===== src/rtl/spi_cfg_sequencer.sv =====
`timescale 1ns/1ps
`default_nettype none
// ============================================================================
// Module      : spi_cfg_sequencer
// Description : System-clock-domain sequencer behind the SPI peripheral.
//               Oversamples SCK/CS, captures each 16-bit frame mid-frame,
//               executes it as a config-register command (shadow writes,
//               commit, pipelined reads) and applies committed shadows to
//               the active set on the next PWM period boundary.
// Revision    : 1.0 - initial release
// ============================================================================
module spi_cfg_sequencer #(
  parameter int DATA_W  = 12,
  parameter int ADDR_W  = 3,
  parameter int NUM_CFG = 6,
  parameter int SETTLE  = 2
) (
  input  logic                      clk,
  input  logic                      rst_internal,
  input  logic                      sck,
  input  logic                      cs,
  input  logic [15:0]               copi_word,
  input  logic [DATA_W-1:0]         status_in,
  input  logic                      pwm_sync,
  output logic [15:0]               data_send,
  output logic [NUM_CFG*DATA_W-1:0] cfg_out,
  output logic                      cfg_update,
  output logic                      commit_pending,
  output logic                      frame_err
);

  // Frame layout: W flag on top, address below it, payload in the low bits.
  localparam int                c_W_BIT       = 15;
  localparam int                c_ADDR_MSB    = 14;
  localparam logic [ADDR_W-1:0] c_ADDR_STATUS = ADDR_W'(6);
  localparam logic [ADDR_W-1:0] c_ADDR_CTRL   = ADDR_W'(7);
  localparam logic [4:0]        c_FRAME_BITS  = 5'd16;
  localparam int                c_SETTLE_W    = (SETTLE < 1) ? 1 : $clog2(SETTLE + 1);
  localparam logic [c_SETTLE_W-1:0] c_SETTLE  = c_SETTLE_W'(SETTLE);

  typedef enum logic [2:0] {
    S_IDLE     = 3'd0,
    S_RECV     = 3'd1,
    S_HOLD     = 3'd2,
    S_EXEC     = 3'd3,
    S_WAIT_END = 3'd4
  } state_t;

  state_t                  r_state;
  state_t                  w_state_nxt;

  logic                    r_sck_meta;
  logic                    r_sck_sync;
  logic                    r_sck_prev;
  logic                    r_cs_meta;
  logic                    r_cs_sync;

  logic [4:0]              r_edge_cnt;
  logic [c_SETTLE_W-1:0]   r_settle;
  logic [15:0]             r_cmd;
  logic [15:0]             r_rd_buf;
  logic [15:0]             r_data_send;
  logic                    r_commit_pending;
  logic                    r_frame_err;
  logic                    r_cfg_update;
  logic [DATA_W-1:0]       r_shadow [NUM_CFG];
  logic [DATA_W-1:0]       r_active [NUM_CFG];

  logic                    w_sck_rise;
  logic                    w_cs_low;
  logic                    w_cnt_clr;
  logic                    w_settle_clr;
  logic                    w_capture;
  logic                    w_exec;
  logic                    w_abort;
  logic                    w_reply_load;
  logic                    w_apply;
  logic                    w_cmd_wr;
  logic [ADDR_W-1:0]       w_cmd_addr;
  logic [DATA_W-1:0]       w_cmd_data;
  logic                    w_exec_wr;
  logic                    w_exec_rd;
  logic                    w_commit_wr;
  logic [DATA_W-1:0]       w_rd_value;

  assign w_sck_rise   = r_sck_sync & ~r_sck_prev;
  assign w_cs_low     = ~r_cs_sync;

  assign w_cmd_wr     = r_cmd[c_W_BIT];
  assign w_cmd_addr   = r_cmd[c_ADDR_MSB -: ADDR_W];
  assign w_cmd_data   = r_cmd[DATA_W-1:0];
  assign w_exec_wr    = w_exec & w_cmd_wr;
  assign w_exec_rd    = w_exec & ~w_cmd_wr;
  assign w_commit_wr  = w_exec_wr & (w_cmd_addr == c_ADDR_CTRL) & w_cmd_data[0];
  assign w_apply      = pwm_sync & r_commit_pending;

  // Two-flop synchronizers for the raw SPI pins; CS idles high, so it resets high.
  always_ff @(posedge clk or negedge rst_internal) begin
    if (!rst_internal) begin
      r_sck_meta <= 1'b0;
      r_sck_sync <= 1'b0;
      r_sck_prev <= 1'b0;
      r_cs_meta  <= 1'b1;
      r_cs_sync  <= 1'b1;
    end else begin
      r_sck_meta <= sck;
      r_sck_sync <= r_sck_meta;
      r_sck_prev <= r_sck_sync;
      r_cs_meta  <= cs;
      r_cs_sync  <= r_cs_meta;
    end
  end

  // Frame state register.
  always_ff @(posedge clk or negedge rst_internal) begin
    if (!rst_internal) begin
      r_state <= S_IDLE;
    end else begin
      r_state <= w_state_nxt;
    end
  end

  // Frame sequencing: next state plus one-cycle strobes for the datapath.
  always_comb begin
    w_state_nxt  = r_state;
    w_cnt_clr    = 1'b0;
    w_settle_clr = 1'b0;
    w_capture    = 1'b0;
    w_exec       = 1'b0;
    w_abort      = 1'b0;
    w_reply_load = 1'b0;
    case (r_state)
      S_IDLE: begin
        if (w_cs_low) begin
          w_state_nxt = S_RECV;
          w_cnt_clr   = 1'b1;
        end
      end
      S_RECV: begin
        // A full count wins over CS rising in the same cycle.
        if (r_edge_cnt == c_FRAME_BITS) begin
          w_state_nxt  = S_HOLD;
          w_settle_clr = 1'b1;
        end else if (!w_cs_low) begin
          w_abort     = 1'b1;
          w_state_nxt = S_IDLE;
        end
      end
      S_HOLD: begin
        // The peripheral word needs SETTLE cycles after the last bit, and
        // must be taken before CS rises because the peripheral clears it.
        if (r_settle == c_SETTLE) begin
          w_capture   = 1'b1;
          w_state_nxt = S_EXEC;
        end
      end
      S_EXEC: begin
        w_exec      = 1'b1;
        w_state_nxt = S_WAIT_END;
      end
      S_WAIT_END: begin
        if (!w_cs_low) begin
          w_reply_load = 1'b1;
          w_state_nxt  = S_IDLE;
        end
      end
      default: begin
        w_state_nxt = S_IDLE;
      end
    endcase
  end

  // SCK rise counter; saturates at 16 so stray edges cannot wrap it.
  always_ff @(posedge clk or negedge rst_internal) begin
    if (!rst_internal) begin
      r_edge_cnt <= 5'd0;
    end else if (w_cnt_clr) begin
      r_edge_cnt <= 5'd0;
    end else if ((r_state == S_RECV) && w_sck_rise && (r_edge_cnt != c_FRAME_BITS)) begin
      r_edge_cnt <= r_edge_cnt + 5'd1;
    end
  end

  // Settle delay counter used while holding for the peripheral word.
  always_ff @(posedge clk or negedge rst_internal) begin
    if (!rst_internal) begin
      r_settle <= '0;
    end else if (w_settle_clr) begin
      r_settle <= '0;
    end else if ((r_state == S_HOLD) && (r_settle != c_SETTLE)) begin
      r_settle <= r_settle + c_SETTLE_W'(1);
    end
  end

  // Command capture from the peripheral receive word.
  always_ff @(posedge clk or negedge rst_internal) begin
    if (!rst_internal) begin
      r_cmd <= 16'h0000;
    end else if (w_capture) begin
      r_cmd <= copi_word;
    end
  end

  // Read-data selection for the command being executed.
  always_comb begin
    w_rd_value = '0;
    for (int k = 0; k < NUM_CFG; k++) begin
      if (w_cmd_addr == ADDR_W'(k)) begin
        w_rd_value = r_active[k];
      end
    end
    if (w_cmd_addr == c_ADDR_STATUS) begin
      w_rd_value = status_in;
    end
    if (w_cmd_addr == c_ADDR_CTRL) begin
      w_rd_value = {{(DATA_W-3){1'b0}}, r_commit_pending, r_frame_err, 1'b0};
    end
  end

  // Shadow registers take write payloads; unused addresses never match.
  always_ff @(posedge clk or negedge rst_internal) begin
    if (!rst_internal) begin
      for (int k = 0; k < NUM_CFG; k++) begin
        r_shadow[k] <= '0;
      end
    end else begin
      for (int k = 0; k < NUM_CFG; k++) begin
        if (w_exec_wr && (w_cmd_addr == ADDR_W'(k))) begin
          r_shadow[k] <= w_cmd_data;
        end
      end
    end
  end

  // Active registers reload from the pre-write shadows on a committed PWM boundary.
  always_ff @(posedge clk or negedge rst_internal) begin
    if (!rst_internal) begin
      for (int k = 0; k < NUM_CFG; k++) begin
        r_active[k] <= '0;
      end
      r_cfg_update <= 1'b0;
    end else begin
      r_cfg_update <= w_apply;
      if (w_apply) begin
        for (int k = 0; k < NUM_CFG; k++) begin
          r_active[k] <= r_shadow[k];
        end
      end
    end
  end

  // Commit request; a new commit in the same cycle as an apply stays pending.
  always_ff @(posedge clk or negedge rst_internal) begin
    if (!rst_internal) begin
      r_commit_pending <= 1'b0;
    end else if (w_commit_wr) begin
      r_commit_pending <= 1'b1;
    end else if (w_apply) begin
      r_commit_pending <= 1'b0;
    end
  end

  // Sticky short-frame flag, cleared by reading the control address.
  always_ff @(posedge clk or negedge rst_internal) begin
    if (!rst_internal) begin
      r_frame_err <= 1'b0;
    end else if (w_abort) begin
      r_frame_err <= 1'b1;
    end else if (w_exec_rd && (w_cmd_addr == c_ADDR_CTRL)) begin
      r_frame_err <= 1'b0;
    end
  end

  // Read reply buffer, then published at frame end so it is stable all next frame.
  always_ff @(posedge clk or negedge rst_internal) begin
    if (!rst_internal) begin
      r_rd_buf    <= 16'h0000;
      r_data_send <= 16'h0000;
    end else begin
      if (w_exec_rd) begin
        r_rd_buf <= {1'b0, w_cmd_addr, w_rd_value};
      end
      if (w_reply_load) begin
        r_data_send <= r_rd_buf;
      end
    end
  end

  generate
    for (genvar g = 0; g < NUM_CFG; g++) begin : g_cfg_out
      assign cfg_out[g*DATA_W +: DATA_W] = r_active[g];
    end
  endgenerate

  assign data_send      = r_data_send;
  assign cfg_update     = r_cfg_update;
  assign commit_pending = r_commit_pending;
  assign frame_err      = r_frame_err;

endmodule
`default_nettype wire


===== config.mk =====
export PLATFORM = sky130hd
export DESIGN_NAME = spi_cfg_sequencer
export DESIGN_NICKNAME = d
export VERILOG_FILES = /design/src/rtl/spi_cfg_sequencer.sv
export SDC_FILE = /design/constraint.sdc
export NUM_CORES = 1
export LEC_CHECK = 0
export ABC_AREA = 1
export ABC_CLOCK_PERIOD_IN_PS = 1900
export BUFFER_PORTS_ARGS = -buffer_cell sky130_fd_sc_hd__buf_2
export CORE_UTILIZATION = 45
export DETAILED_ROUTE_END_ITERATION = 10
export PLACE_DENSITY = 0.73
export RECOVER_POWER = 25
export SKIP_CTS_REPAIR_TIMING = 1
export SYNTH_ARGS = -nofsm -noshare
export SYNTH_HDL_FRONTEND = slang
export SYNTH_SLANG_ARGS = --single-unit

===== constraint.sdc =====
create_clock -name clk -period 1.9 [get_ports clk]
set_input_delay 0 -clock clk [delete_from_list [all_inputs] [get_ports clk]]
set_output_delay 0 -clock clk [all_outputs]
set_load 0.03 [all_outputs]

* After elaboration in Yosys (flattened, before gate mapping)
Index checks and enable logic that the tools add are counted.
** Storage, ports and cells
- ROM bits :: 0
- Bits in latches :: 0
- Memory bits (writable) :: 0
- Output and inout bits :: 91
- Bits of input ports :: 33
- Logic and storage cells :: 102
- Register bits after elaboration :: 208
- Memories :: 0
** Cells by class
- Bitwise logic cells :: 8
- Equality and inequality tests :: 17
- Div/mod/pow operators :: 0
- Multiply operators :: 0
- Shift operators :: 0
- Multiplexer cells :: 32
- Reductions and logical operators :: 17
- Add/sub/neg operators :: 2
- Magnitude comparators :: 0
** Operator list (number)
- $mux 12 :: 8
- $eq 3x3->1 const B :: 5
- $mux 1 :: 15
- $pmux 3 s5 :: 1
- $eq 3x2->1 const B :: 4
- $mux 3 :: 4
- $logic_and 1x1->1 :: 10
- $mux 5 :: 2
- $reduce_bool 2->1 :: 4
- $and 1x1->1 :: 6
- $eq 3x1->1 const B :: 2
- $logic_not 3->1 :: 2
- $ne 2x2->1 const B :: 3
- $add 5x1->5 const B :: 1
- $eq 5x5->1 const B :: 1
- $ne 5x5->1 const B :: 1
- $mux 2 :: 2
- $add 2x1->2 const B :: 1
- $eq 2x2->1 const B :: 1
- $not 1->1 :: 2
- $reduce_and 2->1 :: 1

* Logic depth before layout (Yosys ltp)
- Depth in word-level cells :: 9
- Depth in mapped cells :: 11
- Mapped depth without buffers :: 9

* Worst setup path after synthesis
OpenSTA, ideal clock, no wires.
- Path kind :: flip-flop to flip-flop
- From :: register r_commit_pending (netlist: commit_pending)
- To :: register r_active (netlist bit cfg_out[35])
- Setup time :: 0.133 ns
- Data arrival time :: 1.345 ns
- Stages on the path, launching flop included :: 6
- Path buffers :: 2
- Period minus slack after synthesis :: 1.479 ns
- Path slack :: 0.421 ns
- Cell sequence :: dfrtp_1 > nand2_1 > inv_1 > buf_2 > buf_1 > o21ai_0
** Between the ends
- Word-level cells in the longest chain between the ends :: 1
** RTL lines
- start, declared :: RTL line 63 : logic r_commit_pending;
- start signal, assigned :: RTL line 255 : r_commit_pending <= 1'b0;
- start signal, assigned :: RTL line 257 : r_commit_pending <= 1'b1;
- start signal, assigned :: RTL line 259 : r_commit_pending <= 1'b0;
- $and 1x1->1 :: RTL line 95 : assign w_apply = pwm_sync & r_commit_pending;
- end signal, assigned by index :: RTL line 246 : r_active[k] <= r_shadow[k];
- end, declared :: RTL line 67 : logic [DATA_W-1:0] r_active [NUM_CFG];
No other way between the ends.
A chain may end at the register's enable or synchronous reset.

* Final worst setup path
- From :: register r_cmd[13]
- To :: register r_shadow[12] (netlist name)
** Between the ends
- Word-level cells in the longest chain between the ends :: 2
** RTL lines
- start, declared :: RTL line 60 : logic [15:0] r_cmd;
- start signal, assigned :: RTL line 200 : r_cmd <= copi_word;
- $eq 3x3->1 :: RTL line 228 : if (w_exec_wr && (w_cmd_addr == ADDR_W'(k))) begin
- $logic_and 1x1->1 :: RTL line 228
- end signal, assigned by index :: RTL line 229 : r_shadow[k] <= w_cmd_data;
- end, declared :: RTL line 66 : logic [DATA_W-1:0] r_shadow [NUM_CFG];
No other way between the ends.

==> impl_metrics.toml <==
[min_path]
hold_path.class = "in -> reg"

[worst_setup_path]
cp_num_buf_inv = 2
cpPeakStageDelay_ns = 0.52
path_cells = "buf_4 -> nor2_2 -> nand2_1 -> inv_2 -> nand2_2 -> o21ai_0"
critPathCaptureType = "register"
crit_fanout = 24
critPathLaunch = "r_cmd[13]"
reg2regPathDepth = 6
path_class = "reg -> reg"
critPathTopFamily = "flip-flops"
cp_slowest_cell = "dfrtp_1"
critPathRequiredTime_ns = 2.30
r2r_setup_slack_ns = 0.15
arrival_ns = 2.16
timing.rr.end = "r_shadow[12]"
reg2reg_from = "r_cmd[13]"
cp_num_cells = 6
worstSetupStartpointType = "register"
crit_end = "r_shadow[12]"

[floorplanning]
dieArea_um2 = 19800
pin_count = 124
start_util = 0.461
die_x_um = 141
die_h_um = 141
core_um2 = 18800
row_count = 50

[pwr]
power_density_nw_per_um2 = 902
pwr-share-comb = 0.060
p_switching_uw = 2140
ir_drop_mv = 0.508
p_leak_uw = 0.00547
intPower_uw = 7390
clkPwrFrac = 0.460
seqPwrFrac = 0.479
p_sw_frac = 0.225

[place]
place_ws_ns = 0.208
place_hpwl_um = 15800
port_buffers = 122
gp_congestion = 0.903

[cts]
cts_sinks = 208
clk_latency_ns = 0.50
clkSlewWorstSetupHoldPaths_ns = 0.06
ctsLongestPathBuffers = 3
tritoncts = "yes"
numCtsBuffers = 21
htreeDepth = 1
clockRootBuffer = "clkbuf_16"

[synth]
ys_seq_elements = 208
netlist_instances = 960
synth_area_um2 = 8660
yosysSeqAreaShare = 0.602
yosysWarnings = 0
synthDistinctLibCells = 37
synthesis.nets = 996
avgSynthCellArea_um2 = 9.02

[sta]
fin_ws_ns = 0.146
final-setup-viol-count = 0
layout_min_cycle_time_ns = 1.75
hold_viol_final = 0
whs_ns = 0.146
fin_skew_ns = 0.00624
fmax_mhz = 570
worst_slew_pin_slew_ns = 1.16
fin_setup_tns_ns = 0
finalCritPeriodShare = 0.923
slew_headroom = 0.229
report.final.slew_viol_count = 0
grt_setup_unrepaired = "no"

[global_routing]
grtUsageTotal = 0.234
grt_pass1_wl_um = 35400
grt_pass1_vias = 6619
grt_overflow = 0
antenna_found_initial = 0
grt_max_degree = 75

[route]
route.vias.total = 6973
wl_um = 23000
via_per_inst = 5.13
drt_iter0_drc = 608
drc = 0
drtPass1Iterations = 7
antenna_left = 0
avgRoutedWirePerCell_um = 16.9

[final_layout]
fillers = 1655
drive_gt1_frac = 0.190
area_growth_pct = 22.1
antenna_cells = 0
nNetsFinal = 1147
fin_util = 0.563

[flow_run]
drv_cap = 0

[run_status]
status = "finished clean"
-- layer usage --
| metal | vias to the layer above | GRT usage | wire, um |
|---|---|---|---|
| met5 | - | 0 | 0 |
| met4 | 0 | 0.0875 | 751 |
| met3 | 55 | 0.0346 | 1310 |
| met2 | 232 | 0.381 | 10900 |
| met1 | 3330 | 0.318 | 9960 |
| li1 | 3356 | - | - |
-- how the worst min path moves through the flow --
stage | start | to | slack (ns) | cells after the start
final | sck | r_sck_meta | 0.15 | 2
after global routing | sck | r_sck_meta | 0.16 | 2
after CTS | rst_internal | r_shadow[69] | -0.56 | 1
after detailed placement | rst_internal | r_shadow[69] | -0.04 | 1
after global placement | rst_internal | r_shadow[69] | -0.04 | 1
after floorplan | rst_internal | cfg_out[0] | -0.30 | 0
-- cells in the final DEF, fill, tap and decap left out, types with 7 or more instances in the layout --
cell type      instances
nand3_1               16
inv_2                  7
nor2_1                66
buf_2                121
o21ai_1               12
dlygate4sd3_1         32
mux2_2                11
dfrtp_1              206
o21ai_0              120
nand4_1               18
buf_4                  9
clkbuf_8               7
a21oi_1               18
inv_1                 80
clkbuf_16             21
nand2_1              326
-- sequential cells by signal, summed over array words and instances, names as in the netlist, 2 cells and up --
| register | count |
|---|---|
| r_rd_buf | 15 |
| r_edge_cnt | 5 |
| cfg_out | 72 |
| r_settle | 2 |
| r_cmd | 16 |
| r_shadow | 72 |
| data_send | 15 |
| r_state | 3 |
-- synth_stat cells (all sizes together) --
library cell    n  area share
nand2         331        0.15
dfrtp         206        0.60
o21ai         134       0.078
inv            89       0.039
nor2           69       0.032
buf            24       0.018
nand3          21       0.018
clkbuf         19      0.0087
nand4          19       0.015
a21oi          18       0.010
mux2           11       0.014
nor3            4      0.0062
ha              3      0.0043
or2             3      0.0022
a31oi           2      0.0014
dfstp           2      0.0061
xor2            2      0.0020
a32o            1      0.0012
and2            1     0.00072
conb            1     0.00043
-- cell type report --
type | instances | area [um2] | share of cell area
Sequential cell | 208 | 5210 | 0.493
Multi-Input combinational cell | 620 | 2880 | 0.272
Timing Repair Buffer | 171 | 1120 | 0.106
Clock buffer | 32 | 637 | 0.0602
Inverter | 89 | 339 | 0.0321
Tap cell | 234 | 293 | 0.0277
Clock inverter | 4 | 97.6 | 0.00923
-- power by group through the flow --
stage               Combinational (uW)  Sequential, uW  Clock (uW)
floorplan                          193            4710           0
global placement                   529            4650           0
detailed placement                 532            4650           0
CTS                                535            4570        4430
global route                       636            4580        4620
finish                             575            4570        4390
-- logic make-up (layout without fill, tap and decap cells) --
logic type,Yosys count,in the layout,share of synthesized area
compound gates,155,155,0.0913
xor+xnor,2,2,0.00202
fa+ha+maj,3,3,0.00434
buf+inv,132,296,0.0662
flops,208,208,0.602
mux,11,11,0.0143
other cells,1,1,0.000433
simple gates,448,448,0.220
-- through the flow --
| step | power (uW) | area, um2 | std cells |
|---|---|---|---|
| after floorplan | 4900 | 8660 | 960 |
| after global placement | 5180 | 9540 | 1290 |
| after detailed placement | 5180 | 9540 | 1290 |
| after CTS | 9540 | 10300 | 1326 |
| after global routing | 9830 | 10600 | 1358 |
| final | 9530 | 10600 | 1358 |
Power figures use the tool's default switching activity.
